==> config.mk <==
export PLATFORM = sky130hd
export DESIGN_NAME = tag_fifo
export DESIGN_NICKNAME = d
export VERILOG_FILES = /design/src/rtl/cobaltmips_pkg.sv /design/src/rtl/tag_fifo.sv
export SDC_FILE = /design/constraint.sdc
export NUM_CORES = 1
export LEC_CHECK = 0
export ABC_CLOCK_PERIOD_IN_PS = 4400
export CORE_UTILIZATION = 50
export DETAILED_ROUTE_END_ITERATION = 16
export DONT_BUFFER_PORTS = 1
export GPL_ROUTABILITY_DRIVEN = 0
export PLACE_DENSITY = 0.62
export REMOVE_ABC_BUFFERS = 1
export SYNTH_ARGS = -nofsm -noshare
export SYNTH_HDL_FRONTEND = slang
export SYNTH_SLANG_ARGS = --single-unit
==> constraint.sdc <==
create_clock -name clk -period 4.4 [get_ports clk]
set_input_delay 1.32 -clock clk [delete_from_list [all_inputs] [get_ports clk]]
set_output_delay 1.32 -clock clk [all_outputs]
set_load 0.005 [all_outputs]
==> src/rtl/cobaltmips_pkg.sv <==
// Shared cobaltmips definitions: tag and pointer widths used by the tag
// free-list, the reset sequencer and the reorder buffer.
package cobaltmips_pkg;

    localparam int TAG_W = 6;
    localparam int DEPTH = 2 ** TAG_W;
    localparam int PTR_W = TAG_W + 1;

    typedef logic [TAG_W-1:0] tag_t;
    typedef logic [PTR_W-1:0] ptr_t;

endpackage : cobaltmips_pkg

==> src/rtl/tag_fifo.sv <==
// Free-tag list: a circular FIFO of DEPTH tags with wrap-bit pointers.
// Head tag is presented first-word-fall-through for dispatch; tags come
// back on commit. Reset fills the list with every tag, so it starts full.
module tag_fifo
    import cobaltmips_pkg::*;
#(
    parameter int TAG_W = cobaltmips_pkg::TAG_W,
    parameter int DEPTH = cobaltmips_pkg::DEPTH
) (
    input  logic             clk,
    input  logic             reset,
    input  logic             dispatch_ren,
    output logic [TAG_W-1:0] dispatch_tag,
    output logic             dispatch_valid,
    input  logic [TAG_W-1:0] commit_tag,
    input  logic             commit_valid,
    output logic [TAG_W:0]   count,
    output logic             overflow_err,
    output logic             underflow_err
);

    localparam int PTR_W = TAG_W + 1;

    logic [TAG_W-1:0] mem_r [DEPTH];
    logic [PTR_W-1:0] rd_ptr_r;
    logic [PTR_W-1:0] wr_ptr_r;
    logic [PTR_W-1:0] count_r;
    logic             overflow_r;
    logic             underflow_r;

    logic             empty_s;
    logic             full_s;
    logic             pop_s;
    logic             push_s;
    logic             overflow_evt_s;
    logic             underflow_evt_s;
    logic [PTR_W-1:0] rd_ptr_nxt_s;
    logic [PTR_W-1:0] wr_ptr_nxt_s;

    // Occupancy decode, pop/push qualification and next-pointer computation.
    always_comb begin
        empty_s = (rd_ptr_r == wr_ptr_r);
        full_s  = (rd_ptr_r[TAG_W-1:0] == wr_ptr_r[TAG_W-1:0]) &&
                  (rd_ptr_r[TAG_W] != wr_ptr_r[TAG_W]);
        pop_s   = dispatch_ren && !empty_s;
        // When full, a same-cycle pop frees the slot being written. When
        // empty there is no bypass: the pop is refused, the push still lands.
        push_s  = commit_valid && (!full_s || dispatch_ren);
        overflow_evt_s  = commit_valid && full_s && !dispatch_ren;
        underflow_evt_s = dispatch_ren && empty_s;
        if (pop_s) begin
            rd_ptr_nxt_s = rd_ptr_r + PTR_W'(1);
        end else begin
            rd_ptr_nxt_s = rd_ptr_r;
        end
        if (push_s) begin
            wr_ptr_nxt_s = wr_ptr_r + PTR_W'(1);
        end else begin
            wr_ptr_nxt_s = wr_ptr_r;
        end
    end

    // State update: reset reloads every tag and overrides any same-cycle traffic.
    always_ff @(posedge clk) begin
        if (!reset) begin
            for (int i = 0; i < DEPTH; i++) begin
                mem_r[i] <= TAG_W'(i);
            end
            rd_ptr_r    <= '0;
            wr_ptr_r    <= PTR_W'(DEPTH);
            count_r     <= PTR_W'(DEPTH);
            overflow_r  <= 1'b0;
            underflow_r <= 1'b0;
        end else begin
            if (push_s) begin
                mem_r[wr_ptr_r[TAG_W-1:0]] <= commit_tag;
            end
            rd_ptr_r <= rd_ptr_nxt_s;
            wr_ptr_r <= wr_ptr_nxt_s;
            count_r  <= wr_ptr_nxt_s - rd_ptr_nxt_s;
            if (overflow_evt_s) begin
                overflow_r <= 1'b1;
            end
            if (underflow_evt_s) begin
                underflow_r <= 1'b1;
            end
        end
    end

    assign dispatch_tag   = mem_r[rd_ptr_r[TAG_W-1:0]];
    assign dispatch_valid = !empty_s;
    assign count          = count_r;
    assign overflow_err   = overflow_r;
    assign underflow_err  = underflow_r;

endmodule : tag_fifo

==> impl_metrics.ini, run 1 <==
[floorplan]
die_area_sq_mm = 0.0388
io_pins = 26
die_h_um = 197
start_util_pct = 50.7
core_sq_mm = 0.0375
fp-row-count = 71
die_x_um = 197

[placed_design]
placed_area_sq_mm = 0.0197
io_buffers = 0
hpwlAfterDp_mm = 31.1

[synth]
synth_seq_area_share_pct = 63.1
avgSynthCellArea_sq_um = 14.1
synthFlopType = edfxtp_1
yosys-top-cells-area = edfxtp_1 (61%), mux4_2 (14%), nand2_1 (2.7%), nor3_1 (2.4%), dfxtp_1 (2.4%)
synth_edf_count = 384
synth-seq-cells = 407
synth_commonest_cells = edfxtp_1 (384), nand2_1 (139), mux4_2 (120), clkbuf_1 (107), nor3_1 (93)
syn_area_sq_mm = 0.0190
yosys.area.top_type = edfxtp_1
synth.most_common_cell = edfxtp_1
synth_cell_types = 51
synth_top_area_share_pct = 60.7
syn_inst = 1347
synthArstFlopShare_pct = 0
ys_warn_count = 0

[setup_path]
critPathLaunchType = flop
cpMaxStageDelayCell = dfxtp_4
cp_max_fo = 51
path_cells = buf_12 > mux4_2 > mux4_2 > a22oi_1 > nand2_1
slowest_delay_ns = 0.63
crit_top_cell = mux4_2
reg2regPathDepth = 18
path_buf_inv = 1
cp_data_required_time_ns = 3.08
crit_family = multiplexers
crit_path_start = rd_ptr_r[1]$_SDFF_PN0_
endpoint_kind = output pin
rr_startpoint = rd_ptr_r[0]$_SDFF_PN0_
worstSetupPathType = reg2out
endpoint = dispatch_tag[2]
cp.depth = 5
regToRegEndpoint = count[6]$_SDFF_PN1_
arrival_ns = 2.92
r2r_slack_ns = 0.57

[timing]
fin_crit_sh_pct = 96.3
max_clock_freq_ghz = 0.236
slew_headroom_pct = 37.3
rsz0062_at_grt = no
final-hold-violation-count = 0
clock-skew-final_ns = 0.0201
setup_viol = 0
slew_viol_final = 0
fin_crit_ns = 4.24
tightest_slew_ns = 0.931

[final_layout]
fillCellCount = 3058
num_antenna_cells = 0
post-route-util_pct = 56.6
syn_to_final_growth_pct = 11.6
nNetsFinal = 1349
fin_area_sq_mm = 0.0212
drive_gt1_share_pct = 22.4

[drt]
drt_iter0_markers = 960
via_per_inst = 6.15
routedWlPerCell_um = 26.0
wl_mm = 48.8
ant_nets = 0
drc = 0
vias = 11500
first_pass_iters = 7

[power]
powerDensity_mw_per_mm2 = 419
p_int_mw = 6.82
switchingPower_mw = 2.07
vdd_drop_max_mv = 0.259
p_seq_share_pct = 49.1
p_leak_nw = 6.29
clockPowerShare_pct = 41.4
combPwrFrac_pct = 9.5
power.share.switching_pct = 23.3

[status]
outcome = complete, no violations

[clock_network]
clockBufferDepth = 3
postCtsHoldBufs = 0
cts-root-buf = clkbuf_16
clk_latency_ns = 0.57
cts.reportedPaths.clkPinSlew_ns = 0.06
cts_resized = 0
cts_tree = done
h-tree-depth = 2
cts_made_buffers = 44
cts.sinks = 407

[global_route]
track_usage_pct = 25.9
grt.overflow.total = 0
grt_pass1_vias = 11500
antenna_found_initial = 0
grt_max_degree = 77
grt_first_pass_wirelength_mm = 73.2

[flow_run]
cap_violations = 0

[worst_hold_path]
hp-class = reg2reg
==> registers in the layout, summed over array words and instances, names as in the netlist, named ones only <==
name	count
mem_r	384
count	7
rd_ptr_r	7
wr_ptr_r	6
overflow_err	1
underflow_err	1
==> per-layer routing <==
metal	GRT usage (%)	routed length, um
met1	36.9	20700
met2	41.3	23300
met3	4.52	3640
met4	7.44	1110
met5	0	0
==> area by class of cell <==
cell class,instances,area [sq um],area share (%)
clock buffer,54,1200,5.66
clock inverter,26,228,1.07
inverter,10,37.5,0.177
multi-input combinational,792,6420,30.3
sequential,407,12000,56.6
tap,511,639,3.01
timing repair buffer,75,683,3.22
==> what timing repair did <==
| item | 4_1_cts | 5_1_grt |
|---|---|---|
| endpoints found under the setup margin | 3 | 1 |
| pin swaps | 0 | 0 |
| buffers inserted | 1 | 6 |
| cloned | 0 | 0 |
| hold endpoints to repair | 0 | 0 |
==> through the flow <==
stage	power (mW)	setup TNS (ns)	cells	hold slack, ns	worst slack, ns
floorplan	4.98	-1337.69	1209	0.460	-2.48
global placement	5.27	0	1788	0.498	0.548
detailed placement	5.28	0	1788	0.502	0.545
CTS	8.92	0	1869	0.521	0.104
global route	9.13	0	1875	0.551	0.0587
finish	8.89	0	1875	0.507	0.162
==> placed cells by master, fill, tap and decap left out, types with 8 or more instances in the layout <==
cell type,instances
or3_1,57
nand2_1,139
o21ai_0,46
mux4_2,120
nand3_1,38
ha_1,8
clkbuf_16,45
buf_12,9
and3_1,38
a22oi_1,12
or2_2,23
clkinv_1,8
clkinv_2,11
buf_4,65
and2_1,53
nor2_1,88
edfxtp_1,384
nor3_1,91
dfxtp_1,20
xnor2_1,14
==> power by group through the flow <==
stage	Clock (mW)	Sequential (mW)	Combinational (mW)
finish	3.68	4.37	0.846
global route	3.85	4.38	0.906
CTS	3.71	4.37	0.838
detailed placement	0	4.46	0.825
global placement	0	4.46	0.816
floorplan	0	4.49	0.493
==> worst reg2reg max path: stages, from the launching register on <==
cell	delay (ns)
dfxtp_4	0.51
buf_4	0.18
buf_8	0.17
xnor2_2	0.15
nand4_4	0.19
or2_2	0.33
nor2_1	0.14
inv_1	0.10
nand2_1	0.18
xnor2_1	0.16
ha_1	0.17
inv_1	0.06
fa_1	0.45
a21oi_1	0.24
nand2b_1	0.10
a21o_1	0.18
a21oi_1	0.17
a21oi_1	0.06
o21a_1	0.19
==> logic make-up (layout without fill, tap and decap cells) <==
group | after synthesis | after routing | synth area share [%]
buf+inv | 148 | 165 | 3.13
xor+xnor | 25 | 25 | 1.50
mux | 121 | 121 | 14.3
fa+ha+maj | 9 | 9 | 0.632
compound gates | 77 | 77 | 2.60
simple gates | 560 | 560 | 14.7
flops | 407 | 407 | 63.1
==> how the worst min path moves through the flow <==
stage | cells after the start | slack, ns | startpoint | end
floorplan | 2 | 0.46 | overflow_err$_SDFFE_PN0P_ | overflow_err$_SDFFE_PN0P_
global placement | 2 | 0.50 | underflow_err$_SDFFE_PN0P_ | underflow_err$_SDFFE_PN0P_
detailed placement | 2 | 0.50 | underflow_err$_SDFFE_PN0P_ | underflow_err$_SDFFE_PN0P_
CTS | 2 | 0.52 | underflow_err$_SDFFE_PN0P_ | underflow_err$_SDFFE_PN0P_
global route | 2 | 0.55 | underflow_err$_SDFFE_PN0P_ | underflow_err$_SDFFE_PN0P_
finish | 2 | 0.51 | underflow_err$_SDFFE_PN0P_ | underflow_err$_SDFFE_PN0P_
Note: power is estimated with default switching activity, not from simulation.
==> inputs of run 2 (changes only) <==
--- a/config.mk
+++ b/config.mk
@@ -6,6 +6,7 @@
 export NUM_CORES = 1
 export LEC_CHECK = 0
 export ABC_CLOCK_PERIOD_IN_PS = 4400
+export CAP_MARGIN = 20
 export CORE_UTILIZATION = 50
 export DETAILED_ROUTE_END_ITERATION = 16
 export DONT_BUFFER_PORTS = 1
==> results of run 2 <==
No change in the layout: final DEF, timing and power equal those of run 1.
==> RTL edit, RTL diff (settings of run 1) <==
`TAG_W`: 6 -> 5.
--- a/src/rtl/cobaltmips_pkg.sv
+++ b/src/rtl/cobaltmips_pkg.sv
@@ -3,5 +3,5 @@
 package cobaltmips_pkg;
 
-    localparam int TAG_W = 6;
+    localparam int TAG_W = 5;
     localparam int DEPTH = 2 ** TAG_W;
     localparam int PTR_W = TAG_W + 1;
Ports: changed (resized commit_tag, count and dispatch_tag); port bits go from 26 to 23. No check against the original RTL was run, so the function may have changed too.
==> RTL edit against run 1 <==
- sequential cell count shrank 227
- synthesized cell count shrank 53%
- worst hold slack gained 0.041 ns
- routed wire length shrank 54%
- final area shrank 55%
- first-iteration DRC count shrank 18%
- power shrank 55%
- synthesized area shrank 56%
- worst setup slack gained 0.31 ns
- critical path type unchanged
- largest cell class unchanged
- largest power group unchanged
- highest routed layer unchanged
==> RTL edit: results (changes against run 1) <==
Number of global-route vias before repair -> 5,369 (-53%)
Multi-input gates -> 411 (-48%)
Via-to-Cell Ratio -> 6.15 (about the same)
DR pass1 iterations -> 5 (-2)
Synth area leaders -> edfxtp_1 57%, mux4_2 13%, nand2_1 5.1%, dfxtp_1 4.8%, nor2_1 4.4%
Num CTS Buffers -> 17 (-61%)
Final wirelength -> 22.2 mm (-54%)
Clock buffer count -> 24 (-56%)
Syn Inst Count -> 637 (-53%)
DR WL met2 -> 10.8 mm (-54%)
R2R cell count -> 12 (-6)
Wl on met1 -> 8.80 mm (-58%)
Clock sinks -> 180 (-56%)
Multi-input logic area -> 0.00301 sq mm (-53%)
Status -> finished, final reports clean
Pre-CTS WS -> 0.734 ns (+0.189 ns)
Layout cell share with drive strength beyond 1 -> 20.7% (-1.7 points)
Global Route met1 Usage -> 36.8% (about the same)
Met3 Track Usage GR -> 6.54% (+2.0 points)
CP max FO -> 12 (-76%)
DP HPWL -> 15.4 mm (-50%)
Clock-cell share of area -> 6.82% (+0.094 points)
Hold_sp -> overflow_err
Crit path from -> rd_ptr_r[0]
Initial antenna violation count -> 1 (+1)
Global Route Usage Sum -> 27.2% (+1.2 points)
Slew headroom -> 22.1% (-15 points)
Worst clock skew -> 0.00456 ns (-0.0155 ns)
Max Buffers Root-to-Sink -> 2 (-1)
Nets -> 673 (-50%)
## RTL edit: logic make-up after synthesis
kind of cell | count (synthesis) | share of synthesized area, %
AND/OR/NAND/NOR | 279 | 14.6
flip-flops | 180 | 61.8
multiplexers | 56 | 14.2
buffers and inverters | 46 | 2.51
AO/OA/AOI/OAI | 45 | 3.01
XOR/XNOR | 20 | 2.24
adder cells (fa/ha/maj) | 11 | 1.72
## RTL edit: power breakdown
part	internal, W	switching (W)
Clock	0.000933	0.000666
Combinational	0.000184	0.000279
Sequential	0.00191	0.0000305
## RTL edit: worst min path at each step
stage / endpoint / slack, ns / depth (start not counted)
global placement: overflow_err / 0.53 / 2
finish: overflow_err / 0.55 / 2
CTS: overflow_err / 0.56 / 2
global route: wr_ptr_r[5] / 0.60 / 2
floorplan: overflow_err / 0.48 / 2
detailed placement: overflow_err / 0.55 / 2
## RTL edit: worst max-delay path: stages (launching register included)
cell	delay, ns
dfxtp_2	0.46
buf_4	0.32
mux4_2	0.58
mux4_2	0.49
mux2_2	0.32
